`src/rtl/ps2_kbd_tx.sv`:
```
// Device-side PS/2 transmitter: buffers scancode bytes in a small FIFO and
// serialises each as an 11-bit keyboard frame, backing off while the host inhibits.
module ps2_kbd_tx #(
   parameter int HALF_PERIOD = 2500,
   parameter int GAP_CYC     = 5000,
   parameter int FIFO_DEPTH  = 4
) (
   input  logic                          clk,
   input  logic                          resetn,
   input  logic [7:0]                    tx_data,
   input  logic                          tx_valid,
   output logic                          tx_ready,
   input  logic                          inhibit,
   output logic                          ps2_clk,
   output logic                          ps2_data,
   output logic                          busy,
   output logic [$clog2(FIFO_DEPTH):0]   fifo_count
);

   localparam int AW   = $clog2(FIFO_DEPTH);
   localparam int CMAX = (HALF_PERIOD > GAP_CYC) ? HALF_PERIOD : GAP_CYC;
   localparam int CW   = $clog2(CMAX + 1);

   typedef enum logic [1:0] {IDLE, HIGH, LOW, GAP} state_t;

   state_t        state, state_nxt;
   logic [3:0]    bit_cnt, bit_nxt;
   logic [CW-1:0] ph, ph_nxt;
   logic [10:0]   frame, frame_nxt;
   logic [7:0]    mem [FIFO_DEPTH];
   logic [AW-1:0] rd_ptr, wr_ptr;
   logic [AW:0]   count_nxt;
   logic          push, pop;
   logic          clk_d, data_d, busy_d;

   assign push = tx_valid & tx_ready;

   // state register plus registered outputs and FIFO bookkeeping
   always_ff @(posedge clk) begin
      if (!resetn) begin
         state      <= IDLE;
         bit_cnt    <= '0;
         ph         <= '0;
         frame      <= '1;
         rd_ptr     <= '0;
         wr_ptr     <= '0;
         fifo_count <= '0;
         tx_ready   <= 1'b1;
         ps2_clk    <= 1'b1;
         ps2_data   <= 1'b1;
         busy       <= 1'b0;
      end else begin
         state      <= state_nxt;
         bit_cnt    <= bit_nxt;
         ph         <= ph_nxt;
         frame      <= frame_nxt;
         fifo_count <= count_nxt;
         tx_ready   <= (count_nxt != (AW+1)'(FIFO_DEPTH));
         ps2_clk    <= clk_d;
         ps2_data   <= data_d;
         busy       <= busy_d;
         if (push) wr_ptr <= wr_ptr + 1'b1;
         if (pop)  rd_ptr <= rd_ptr + 1'b1;
      end
   end

   always_ff @(posedge clk) begin
      if (push) mem[wr_ptr] <= tx_data;
   end

   always_comb begin
      count_nxt = fifo_count;
      if (push && !pop)      count_nxt = fifo_count + 1'b1;
      else if (pop && !push) count_nxt = fifo_count - 1'b1;
   end

   // next-state: an abort in HIGH leaves the FIFO untouched so the byte is resent whole
   always_comb begin
      state_nxt = state;
      bit_nxt   = bit_cnt;
      ph_nxt    = ph;
      frame_nxt = frame;
      pop       = 1'b0;
      case (state)
         IDLE: begin
            if (fifo_count != '0 && !inhibit) begin
               state_nxt = HIGH;
               bit_nxt   = '0;
               ph_nxt    = '0;
               frame_nxt = {1'b1, ~^mem[rd_ptr], mem[rd_ptr], 1'b0};
            end
         end
         HIGH: begin
            if (inhibit && bit_cnt != 4'd10) begin
               state_nxt = GAP;
               ph_nxt    = '0;
            end else if (ph == CW'(HALF_PERIOD - 1)) begin
               state_nxt = LOW;
               ph_nxt    = '0;
            end else begin
               ph_nxt = ph + 1'b1;
            end
         end
         LOW: begin
            if (ph == CW'(HALF_PERIOD - 1)) begin
               ph_nxt = '0;
               if (bit_cnt == 4'd10) begin
                  state_nxt = GAP;
                  pop       = 1'b1;
               end else begin
                  state_nxt = HIGH;
                  bit_nxt   = bit_cnt + 1'b1;
               end
            end else begin
               ph_nxt = ph + 1'b1;
            end
         end
         GAP: begin
            if (ph == CW'(GAP_CYC - 1)) begin
               state_nxt = IDLE;
               ph_nxt    = '0;
            end else begin
               ph_nxt = ph + 1'b1;
            end
         end
         default: state_nxt = IDLE;
      endcase
   end

   // outputs are decoded from the next state so the pins are registered
   always_comb begin
      clk_d  = 1'b1;
      data_d = 1'b1;
      busy_d = (state_nxt != IDLE);
      case (state_nxt)
         HIGH: data_d = frame_nxt[bit_nxt];
         LOW: begin
            clk_d  = 1'b0;
            data_d = frame_nxt[bit_nxt];
         end
         default: ;
      endcase
   end

endmodule
```
`config.mk`:
```
export PLATFORM = sky130hd
export DESIGN_NAME = ps2_kbd_tx
export DESIGN_NICKNAME = d
export VERILOG_FILES = /design/src/rtl/ps2_kbd_tx.sv
export SDC_FILE = /design/constraint.sdc
export NUM_CORES = 1
export LEC_CHECK = 0
export ABC_AREA = 1
export CAP_MARGIN = 20
export CORE_ASPECT_RATIO = 0.9
export CORE_MARGIN = 10
export CORE_UTILIZATION = 50
export DETAILED_ROUTE_END_ITERATION = 10
export DONT_BUFFER_PORTS = 1
export MAX_ROUTING_LAYER = met4
export PLACE_DENSITY = 0.68
export SLEW_MARGIN = 20
export SYNTH_ARGS = -nofsm -noshare
export SYNTH_HDL_FRONTEND = slang
export SYNTH_SLANG_ARGS = --single-unit
```
`constraint.sdc`:
```
create_clock -name clk -period 1.7 [get_ports clk]
set_input_delay 0.34 -clock clk [delete_from_list [all_inputs] [get_ports clk]]
set_output_delay 0.34 -clock clk [all_outputs]
set_load 0.05 [all_outputs]
```
==> results of run 1 <==
worst paths after layout:
path / startpoint / endpoint / slack, ps
worst max-delay path: ph[0] / tx_ready / -150
worst min-delay path: resetn / frame[3] / 40
worst max register to register: ph[0] / tx_ready / -150
worst min register to register: frame[0] / frame[0] / 460
per-stage QoR:
stage                     cells  TNS [ps]
after floorplan             503    -119.2
after global placement      661    -221.0
after detailed placement    661    -888.7
after CTS                   685     -1508
after global routing        702     -4065
final                       702     -1624
logic make-up after synthesis:
logic type,synth area share
xor gates and xnor gates,0.006837
and+or+nand+nor,0.3324
DFF,0.4740
buffers and inverters,0.07454
adders and majority gates,0.03906
AOI/OAI and AO/OA,0.07324
area by class of cell:
cell class	count	area, um^2
fill	538	2103
tap	96	120.1
clock inverter	7	82.58
multi-input combinational	362	2156
inverter	55	230.2
clock buffer	9	123.9
sequential	75	1842
timing repair buffer	98	849.6
routing by layer:
| metal | track usage | vias to the layer above |
|---|---|---|
| li1 | - | 1829 |
| met1 | 0.1985 | 1739 |
| met2 | 0.2586 | 96 |
| met3 | 0.04902 | 16 |
| met4 | 0.05166 | 0 |
| met5 | - | - |
Yosys cell counts:
| master | count | area share |
|---|---|---|
| nand2_1 | 194 | 0.19 |
| o21ai_1 | 1 | 0.0013 |
| o211ai_2 | 1 | 0.0033 |
| nor3_4 | 1 | 0.0042 |
| o221ai_1 | 1 | 0.0023 |
| xor2_1 | 3 | 0.0068 |
| ha_1 | 12 | 0.039 |
| o211ai_1 | 2 | 0.0039 |
| nor3_2 | 2 | 0.0052 |
| inv_2 | 4 | 0.0039 |
| nand3_1 | 47 | 0.061 |
| a21boi_1 | 1 | 0.0020 |
| edfxtp_1 | 32 | 0.25 |
| buf_4 | 5 | 0.0098 |
| nand3_4 | 1 | 0.0046 |
| clkbuf_1 | 3 | 0.0029 |
| o21ai_0 | 24 | 0.031 |
| nand4_1 | 7 | 0.011 |
| o21bai_2 | 1 | 0.0029 |
| nor2_4 | 2 | 0.0059 |
| a211oi_1 | 1 | 0.0020 |
| nand2_2 | 4 | 0.0065 |
| nor3_1 | 1 | 0.0013 |
| nor2_2 | 2 | 0.0033 |
| or2_2 | 5 | 0.0081 |
| a221oi_1 | 1 | 0.0023 |
| nor2_1 | 28 | 0.027 |
| inv_4 | 2 | 0.0033 |
| dfxtp_1 | 43 | 0.22 |
| nand3b_1 | 2 | 0.0039 |
| clkinv_1 | 1 | 0.00098 |
| buf_6 | 1 | 0.0029 |
| inv_1 | 48 | 0.047 |
| a21oi_1 | 17 | 0.022 |
| buf_2 | 3 | 0.0039 |
flip-flops by register name (all words and copies together), names as in the netlist, 2 cells and up, named ones only:
| name | flops |
|---|---|
| bit_cnt | 4 |
| fifo_count | 3 |
| frame | 11 |
| mem | 32 |
| ph | 13 |
| rd_ptr | 2 |
| state | 2 |
| wr_ptr | 2 |
worst max-delay path, stage by stage (launching register included):
cell and delay, ps:
dfxtp_2 360, ha_4 160, nand2_4 60, nor3_4 170, nand2_2 120, inv_4 90
buf_6 110, nand3_4 100, nor2_4 130, nand2_2 80, nand3_2 70, nand2_2 50
nor2_2 90, nand4_1 120
what timing repair did:
item	in CTS	in global routing
buffers inserted	8	16
setup endpoints to repair	19	40
gates cloned	0	2
resized for setup	29	129
pin swaps	15	42
report_power, final:
part / leakage [nW] / internal (mW) / switching, mW
Sequential: 0.649 / 1.98 / 0.0906
Clock: 0.100 / 0.705 / 0.777
Combinational: 1.64 / 0.399 / 0.544
Total: 2.39 / 3.08 / 1.41
==> results.sh, run 1 <==
export IMPL_fin_crit_ps=1848
export IMPL_setup_viol=22
export IMPL_rr_worst_depth=13
export IMPL_drive_gt1_frac=0.4092
export IMPL_via_per_inst=5.242
export IMPL_grt_pass1_wl_um=15050
export IMPL_failed_checks="setup timing"
export IMPL_status="finished with violations"
export IMPL_rows=30
export IMPL_leakage_nw=2.389
export IMPL_initial_core_util=0.5120
export IMPL_holdPathStages=1
export IMPL_final_common_cell="nand2_1"
export IMPL_syn_area_per_cell_um2=7.642
export IMPL_fp_dieH_um=103.2
export IMPL_place_area_mm2=0.004478
export IMPL_finalInstanceArea_mm2=0.005404
export IMPL_worstPathRequired_ps=1940
export IMPL_timing_fmax_mhz=541.0
export IMPL_drtAntennaViolNets=0
export IMPL_antenna_found_initial=0
export IMPL_cp_data_arrival_time_ps=2090
export IMPL_crit_path_end_kind="flip-flop"
export IMPL_syn_cell_area_mm2=0.003844
export IMPL_hold_violations=0
export IMPL_highest_layer="met4"
export IMPL_cts_tree="yes"
export IMPL_cts_max_level=3
export IMPL_post_route_drc_count=0
export IMPL_utilization=0.7198
export IMPL_syn_nets=527
export IMPL_synth_cells=503
export IMPL_vias=3680
export IMPL_drv_slew=0
export IMPL_cts_root_buffer="clkbuf_8"
export IMPL_cp_start_kind="flip-flop"
export IMPL_finalPower_mw=4.494
export IMPL_synth_warning_count=0
export IMPL_crit_type="flip-flop to flip-flop"
export IMPL_pin_count=19
export IMPL_dr_pass1_iters=5
export IMPL_core_mm2=0.007507
export IMPL_timing_final_ws_setup_ps=-148.5
export IMPL_grt_remaining_overflow=0
export IMPL_place_congestion=0.8894
export IMPL_clk_latency_ps=370
export IMPL_power_per_cell_area_mw_per_mm2=831.6
export IMPL_diodes=0
export IMPL_hp_class="input pin to flip-flop"
export IMPL_numPortBuffers=0
export IMPL_ir_drop_v=0.0006420
export IMPL_post_dp_hpwl_um=6294
export IMPL_grt_max_degree=23
export IMPL_finClkSkew_ps=13.41
export IMPL_grt_usage=0.1637
export IMPL_chipWidth_um=112.4
export IMPL_nNetsFinal=625
export IMPL_clockBufferDepth=2
export IMPL_grt_pass1_vias=3257
export IMPL_cts_sinks=75
export IMPL_place_ws_ps=-197.1
export IMPL_wl_per_cell_um=15.06
export IMPL_cap_violations=0
export IMPL_max_slew_worst_pin_slew_ps=522.5
export IMPL_wl_met3_um=586
export IMPL_fp_dieArea_mm2=0.01160
export IMPL_totalWireLength_um=10570
export IMPL_rsz0062_at_grt="yes"
export IMPL_ys_ff_latch=75
export IMPL_met1_length_um=4592
export IMPL_synthDistinctLibCells=35
export IMPL_detailedRoute_firstIterationViolations=305
export IMPL_syn_to_final_growth_pct=40.59
export IMPL_routed_wl_met2_um=5251
export IMPL_crit_fanout=4
export IMPL_min_period_over_period=1.087
export IMPL_cts_buffers=9
export IMPL_relSlewSlack=0.6512
export IMPL_clk_pin_slew_ps=90
export IMPL_ys_seq_area_frac=0.4740
export IMPL_most_common_layout_cells="nand2_1, buf_4, nand2_2"
export IMPL_holdWs_ps=44.29
export IMPL_hold_buffers=0
No activity file was read; power rests on OpenSTA's default activity.
==> run 2, diff against run 1 <==
--- a/config.mk
+++ b/config.mk
@@ -9,11 +9,11 @@
 export CAP_MARGIN = 20
 export CORE_ASPECT_RATIO = 0.9
 export CORE_MARGIN = 10
-export CORE_UTILIZATION = 50
+export CORE_UTILIZATION = 57
 export DETAILED_ROUTE_END_ITERATION = 10
 export DONT_BUFFER_PORTS = 1
 export MAX_ROUTING_LAYER = met4
-export PLACE_DENSITY = 0.68
+export PLACE_DENSITY = 0.75
 export SLEW_MARGIN = 20
 export SYNTH_ARGS = -nofsm -noshare
 export SYNTH_HDL_FRONTEND = slang
==> run 2 against run 1 <==
  * The flow still finishes with violations (setup timing)
  * Core utilization up 5.8 points
  * Final cell count down 4.6%
  * Critical path depth down 1
  * Fmax up 1.3%
  * Global-route usage up 1.1 points
  * Routed wire length down 6.3%
  * Highest routed layer unchanged
==> results.sh, run 2 (synthesized netlist as in run 1, its figures left out) <==
export IMPL_timing_fmax_mhz=548.0
export IMPL_nNetsFinal=599
export IMPL_min_period_over_period=1.073
export IMPL_hp_class="input pin to flip-flop"
export IMPL_fp_dieArea_mm2=0.01043
export IMPL_cts_tree="yes"
export IMPL_leakage_nw=2.276
export IMPL_drive_gt1_frac=0.3310
export IMPL_routed_wl_met2_um=4821
export IMPL_place_congestion=0.8777
export IMPL_place_ws_ps=-183.2
export IMPL_drv_slew=0
export IMPL_dp_cells=638
export IMPL_syn_to_final_growth_pct=32.65
export IMPL_largest_register="mem"
export IMPL_dr_pass1_iters=4
export IMPL_cp_start_kind="flip-flop"
export IMPL_via_per_inst=5.401
export IMPL_crit_path_end_kind="flip-flop"
export IMPL_wl_per_cell_um=14.79
export IMPL_top_regs="mem x32, ph x13, frame x11"
export IMPL_pin_count=19
export IMPL_max_slew_worst_pin_slew_ps=495.8
export IMPL_failed_checks="setup timing"
export IMPL_status="finished with violations"
export IMPL_clk_pin_slew_ps=80
export IMPL_numPortBuffers=0
export IMPL_fin_cells=670
export IMPL_worstPathRequired_ps=2000
export IMPL_relSlewSlack=0.6690
export IMPL_totalWireLength_um=9911
export IMPL_fp_dieH_um=97.91
export IMPL_seq_area_mm2=0.001838
export IMPL_power_per_cell_area_mw_per_mm2=925.3
export IMPL_fin_crit_ps=1825
export IMPL_cp_data_arrival_time_ps=2130
export IMPL_chipWidth_um=106.6
export IMPL_hold_buffers=0
export IMPL_antenna_found_initial=0
export IMPL_clockBufferDepth=2
export IMPL_detailedRoute_firstIterationViolations=199
export IMPL_grt_max_degree=23
export IMPL_hold_violations=0
export IMPL_ir_drop_v=0.0006532
export IMPL_setup_viol=13
export IMPL_drtAntennaViolNets=0
export IMPL_cap_violations=0
export IMPL_core_mm2=0.006551
export IMPL_cts_max_level=3
export IMPL_initial_core_util=0.5867
export IMPL_wl_met3_um=623
export IMPL_rows=28
export IMPL_most_common_layout_cells="nand2_1, buf_4, inv_1"
export IMPL_finClkSkew_ps=8.329
export IMPL_cts_sinks=75
export IMPL_grt_usage=0.1747
export IMPL_finalPower_mw=4.718
export IMPL_largest_register_ffs=32
export IMPL_post_dp_hpwl_um=6134
export IMPL_met1_length_um=4210
export IMPL_rsz0062_at_grt="yes"
export IMPL_crit_fanout=3
export IMPL_final_common_cell="nand2_1"
export IMPL_clk_latency_ps=360
export IMPL_crit_type="flip-flop to flip-flop"
export IMPL_cts_root_buffer="clkbuf_8"
export IMPL_grt_remaining_overflow=0
export IMPL_grt_pass1_vias=3275
export IMPL_diodes=0
export IMPL_post_route_drc_count=0
export IMPL_grt_pass1_wl_um=14590
export IMPL_vias=3619
export IMPL_timing_final_ws_setup_ps=-124.8
export IMPL_fill_cells=425
export IMPL_multi_input_area_mm2=0.002057
export IMPL_cts_buffers=9
export IMPL_highest_layer="met4"
[run 2: changes by cell type in the layout (fill, tap and decap cells not counted), moves of 4 or more]
| cell | change |
|---|---|
| nand2_1 | +25 |
| buf_4 | -19 |
| nand2_2 | -25 |
| buf_6 | -4 |
[run 2: layout make-up]
cell class | count | share of cell area
clock inverters | 7 | 0.02429
clock buffers | 9 | 0.02429
repair buffers | 73 | 0.1210
multi-input cells | 361 | 0.4034
inverters | 55 | 0.04442
flip-flops and latches | 75 | 0.3605
well taps | 90 | 0.02209
[run 2: final timing paths]
kind / start / endpoint / slack, ps / cells after the start
hold / removal: resetn / frame[1] / 50 / 1
setup / recovery: ph[1] / ps2_data / -120 / 12
setup reg to reg: ph[1] / ps2_data / -120 / 12
hold reg to reg: frame[6] / frame[6] / 470 / 2
[run 2: what timing repair did]
item / in CTS / in global routing
gates resized for setup: 28 / 95
setup endpoints to repair: 12 / 30
pin swaps: 15 / 25
buffers inserted: 5 / 10
cloned: 2 / 0
[run 2: stage by stage]
stage / area [um^2] / hold slack [ps] / util / TNS [ps]
3_5_place_dp: 4343 / 417.4 / 0.6629 / -513.1
2_1_floorplan: 3871 / 414.2 / - / -119.2
4_1_cts: 4738 / 40.67 / 0.7233 / -278.8
6_report: 5099 / 51.71 / 0.7783 / -817.1
3_3_place_gp: 4343 / 415.0 / 0.6629 / -164.8
5_1_grt: 5099 / 36.76 / 0.7783 / -2733
[run 2: power breakdown]
| group | switching [mW] | total [mW] | internal, mW |
|---|---|---|---|
| logic | 0.536 | 0.948 | 0.411 |
| registers | 0.0915 | 2.07 | 1.98 |
| clock network | 0.716 | 1.70 | 0.984 |
[run 2: critical path, stage by stage (launching register included)]
cell,delay [ps]
dfxtp_2,370
ha_4,170
nand2_2,60
nor2_1,80
nand4_1,160
o21bai_4,270
buf_6,130
nand3_2,90
inv_2,90
ha_4,200
nand2_2,50
inv_1,40
nand3_1,60
[run 2: per-layer routing]
metal,GRT usage,vias up
li1,-,1770
met1,0.2067,1692
met2,0.2749,130
met3,0.04796,27
met4,0.07076,0
met5,-,-
==> run 3, diff against run 2 <==
--- a/config.mk
+++ b/config.mk
@@ -5,7 +5,6 @@
 export SDC_FILE = /design/constraint.sdc
 export NUM_CORES = 1
 export LEC_CHECK = 0
-export ABC_AREA = 1
 export CAP_MARGIN = 20
 export CORE_ASPECT_RATIO = 0.9
 export CORE_MARGIN = 10
==> run 3 against run 2 <==
  * The run still ends with setup timing left
  * Worst setup slack got worse by 810 ps
  * First-iteration DRC count grew 73%
  * Die area fell by 5.4%
==> results.sh, run 3 <==
export IMPL_status="finished with violations"
export IMPL_failed_checks="setup timing"
export IMPL_hold_buffers=0
export IMPL_fp_dieH_um=95.25
export IMPL_yosysMostFrequentCell="dfxtp_1"
export IMPL_via_per_inst=6.462
export IMPL_place_area_mm2=0.004299
export IMPL_cp_data_arrival_time_ps=2880
export IMPL_synthFlopType="dfxtp_1"
export IMPL_syn_area_per_cell_um2=11.00
export IMPL_rsz0062_at_grt="yes"
export IMPL_clk_latency_ps=380
export IMPL_post_route_drc_count=0
export IMPL_synth_warning_count=0
export IMPL_finalInstanceArea_mm2=0.005265
export IMPL_nNetsFinal=452
export IMPL_synth_top_cell_area_share=0.2680
export IMPL_largest_register="mem"
export IMPL_ys_seq_area_frac=0.5080
export IMPL_crit_path_end_kind="flip-flop"
export IMPL_holdWs_ps=31.20
export IMPL_crit_family="simple AND/OR/NAND/NOR gates"
export IMPL_cts_tree="yes"
export IMPL_min_period_over_period=1.551
export IMPL_fill_cells=237
export IMPL_grt_remaining_overflow=0
export IMPL_post_dp_hpwl_um=5727
export IMPL_syn_to_final_growth_pct=46.82
export IMPL_finClkSkew_ps=14.08
export IMPL_dr_pass1_iters=6
export IMPL_synth_cells=326
export IMPL_final_common_cell="buf_4"
export IMPL_grt_pass1_vias=3213
export IMPL_crit_fanout=3
export IMPL_fin_crit_ps=2637
export IMPL_ir_drop_v=0.0008882
export IMPL_grt_max_degree=18
export IMPL_seq_area_mm2=0.001839
export IMPL_cp_start_kind="flip-flop"
export IMPL_crit_type="flip-flop to flip-flop"
export IMPL_drive_gt1_frac=0.4781
export IMPL_multi_input_area_mm2=0.002076
export IMPL_syn_cell_area_mm2=0.003586
export IMPL_core_mm2=0.006115
export IMPL_grt_pass1_wl_um=16770
export IMPL_utilization=0.8611
export IMPL_path_buf_inv=0
export IMPL_vias=3360
export IMPL_antenna_found_initial=0
export IMPL_detailedRoute_firstIterationViolations=345
export IMPL_chipWidth_um=103.6
export IMPL_grt_usage=0.2228
export IMPL_synth_edf_count=32
export IMPL_cts_buffers=9
export IMPL_pin_count=19
export IMPL_top_regs="mem x32, ph x13, frame x11"
export IMPL_place_congestion=0.8415
export IMPL_drtAntennaViolNets=0
export IMPL_worstPathRequired_ps=1940
export IMPL_fp_dieArea_mm2=0.009868
export IMPL_ys_ff_latch=75
export IMPL_timing_fmax_mhz=379.2
export IMPL_synth_common_cells="dfxtp_1, edfxtp_1, nor2_1"
export IMPL_largest_register_ffs=32
export IMPL_rows=27
export IMPL_clk_pin_slew_ps=90
export IMPL_clockBufferDepth=2
export IMPL_cts_root_buffer="clkbuf_8"
export IMPL_hp_class="input pin to flip-flop"
export IMPL_numPortBuffers=0
export IMPL_finalPower_mw=4.663
export IMPL_slowest_stage="or4_1"
export IMPL_timing_final_ws_setup_ps=-937.3
export IMPL_cts_sinks=75
export IMPL_drv_slew=0
export IMPL_ys_top_cells_by_area="edfxtp_1, dfxtp_1, mux4_2"
export IMPL_totalWireLength_um=12670
export IMPL_cap_violations=0
export IMPL_relSlewSlack=0.5943
export IMPL_hold_violations=0
export IMPL_syn_nets=350
export IMPL_most_common_layout_cells="buf_4, dfxtp_1, edfxtp_1"
export IMPL_setup_viol=40
export IMPL_initial_core_util=0.5865
export IMPL_synth_top_cell_by_area="edfxtp_1"
export IMPL_leakage_nw=2.053
export IMPL_critical_path_cell_chain="ha_4, and4_1, and4_1, and2_4, o21bai_1, a221o_1, ha_4, nand2_4, nor2_2, o21a_1, a211oi_1, or4_1"
export IMPL_crit_path_max_incr_delay_ps=400
export IMPL_async_flop_share=0
export IMPL_wl_per_cell_um=24.37
export IMPL_place_ws_ps=-1002
export IMPL_synthDistinctLibCells=58
export IMPL_cts_max_level=3
export IMPL_power_per_cell_area_mw_per_mm2=885.7
export IMPL_diodes=0
export IMPL_max_slew_worst_pin_slew_ps=604.8
run 3: final cells by class:
class / count / area share
flip-flops and latches: 75 / 0.3493
clock inverters: 7 / 0.01426
inverters: 11 / 0.008793
well taps: 87 / 0.02067
repair buffers: 105 / 0.1892
multi-input cells: 226 / 0.3942
clock buffers: 9 / 0.02353
run 3: cell families after synthesis:
family,after synthesis,share of synthesized area
buf+inv,25,0.03315
compound gates,62,0.1151
simple gates,119,0.1853
flops,75,0.5080
xor+xnor,13,0.03175
fa+ha+maj,12,0.04187
mux,20,0.08479
run 3: final timing paths:
check            from        to  slack, ps  cells past startpoint
max             ph[0]  ps2_data       -940                     12
min            resetn  frame[3]         30                      1
max reg2reg     ph[0]  ps2_data       -940                     12
min reg2reg  frame[0]  frame[0]        460                      2
run 3: where the power goes:
part	switching, mW	internal [mW]	total (mW)
logic	0.580	0.603	1.18
clock network	0.830	0.583	1.41
registers	0.0964	1.97	2.07
total	1.51	3.16	4.66
run 3: what timing repair did:
action,CTS,global route
setup buffers,11,16
hold endpoints to repair,0,0
endpoints found under the setup margin,40,41
cloned,3,0
gates resized for setup,60,55
pin swaps,23,13
run 3: through the flow:
stage                     std cells  TNS, ps
after global routing            520   -17330
after floorplan                 326    -5486
after global placement          478    -7293
final                           520   -15480
after detailed placement        478    -9206
after CTS                       507    -9227
run 3: layer usage:
metal | share of wire | vias up | track usage
li1 | - | 1406 | -
met1 | 0.35 | 1584 | 0.2350
met2 | 0.48 | 282 | 0.3687
met3 | 0.10 | 88 | 0.05866
met4 | 0.066 | 0 | 0.1491
met5 | 0 | - | -
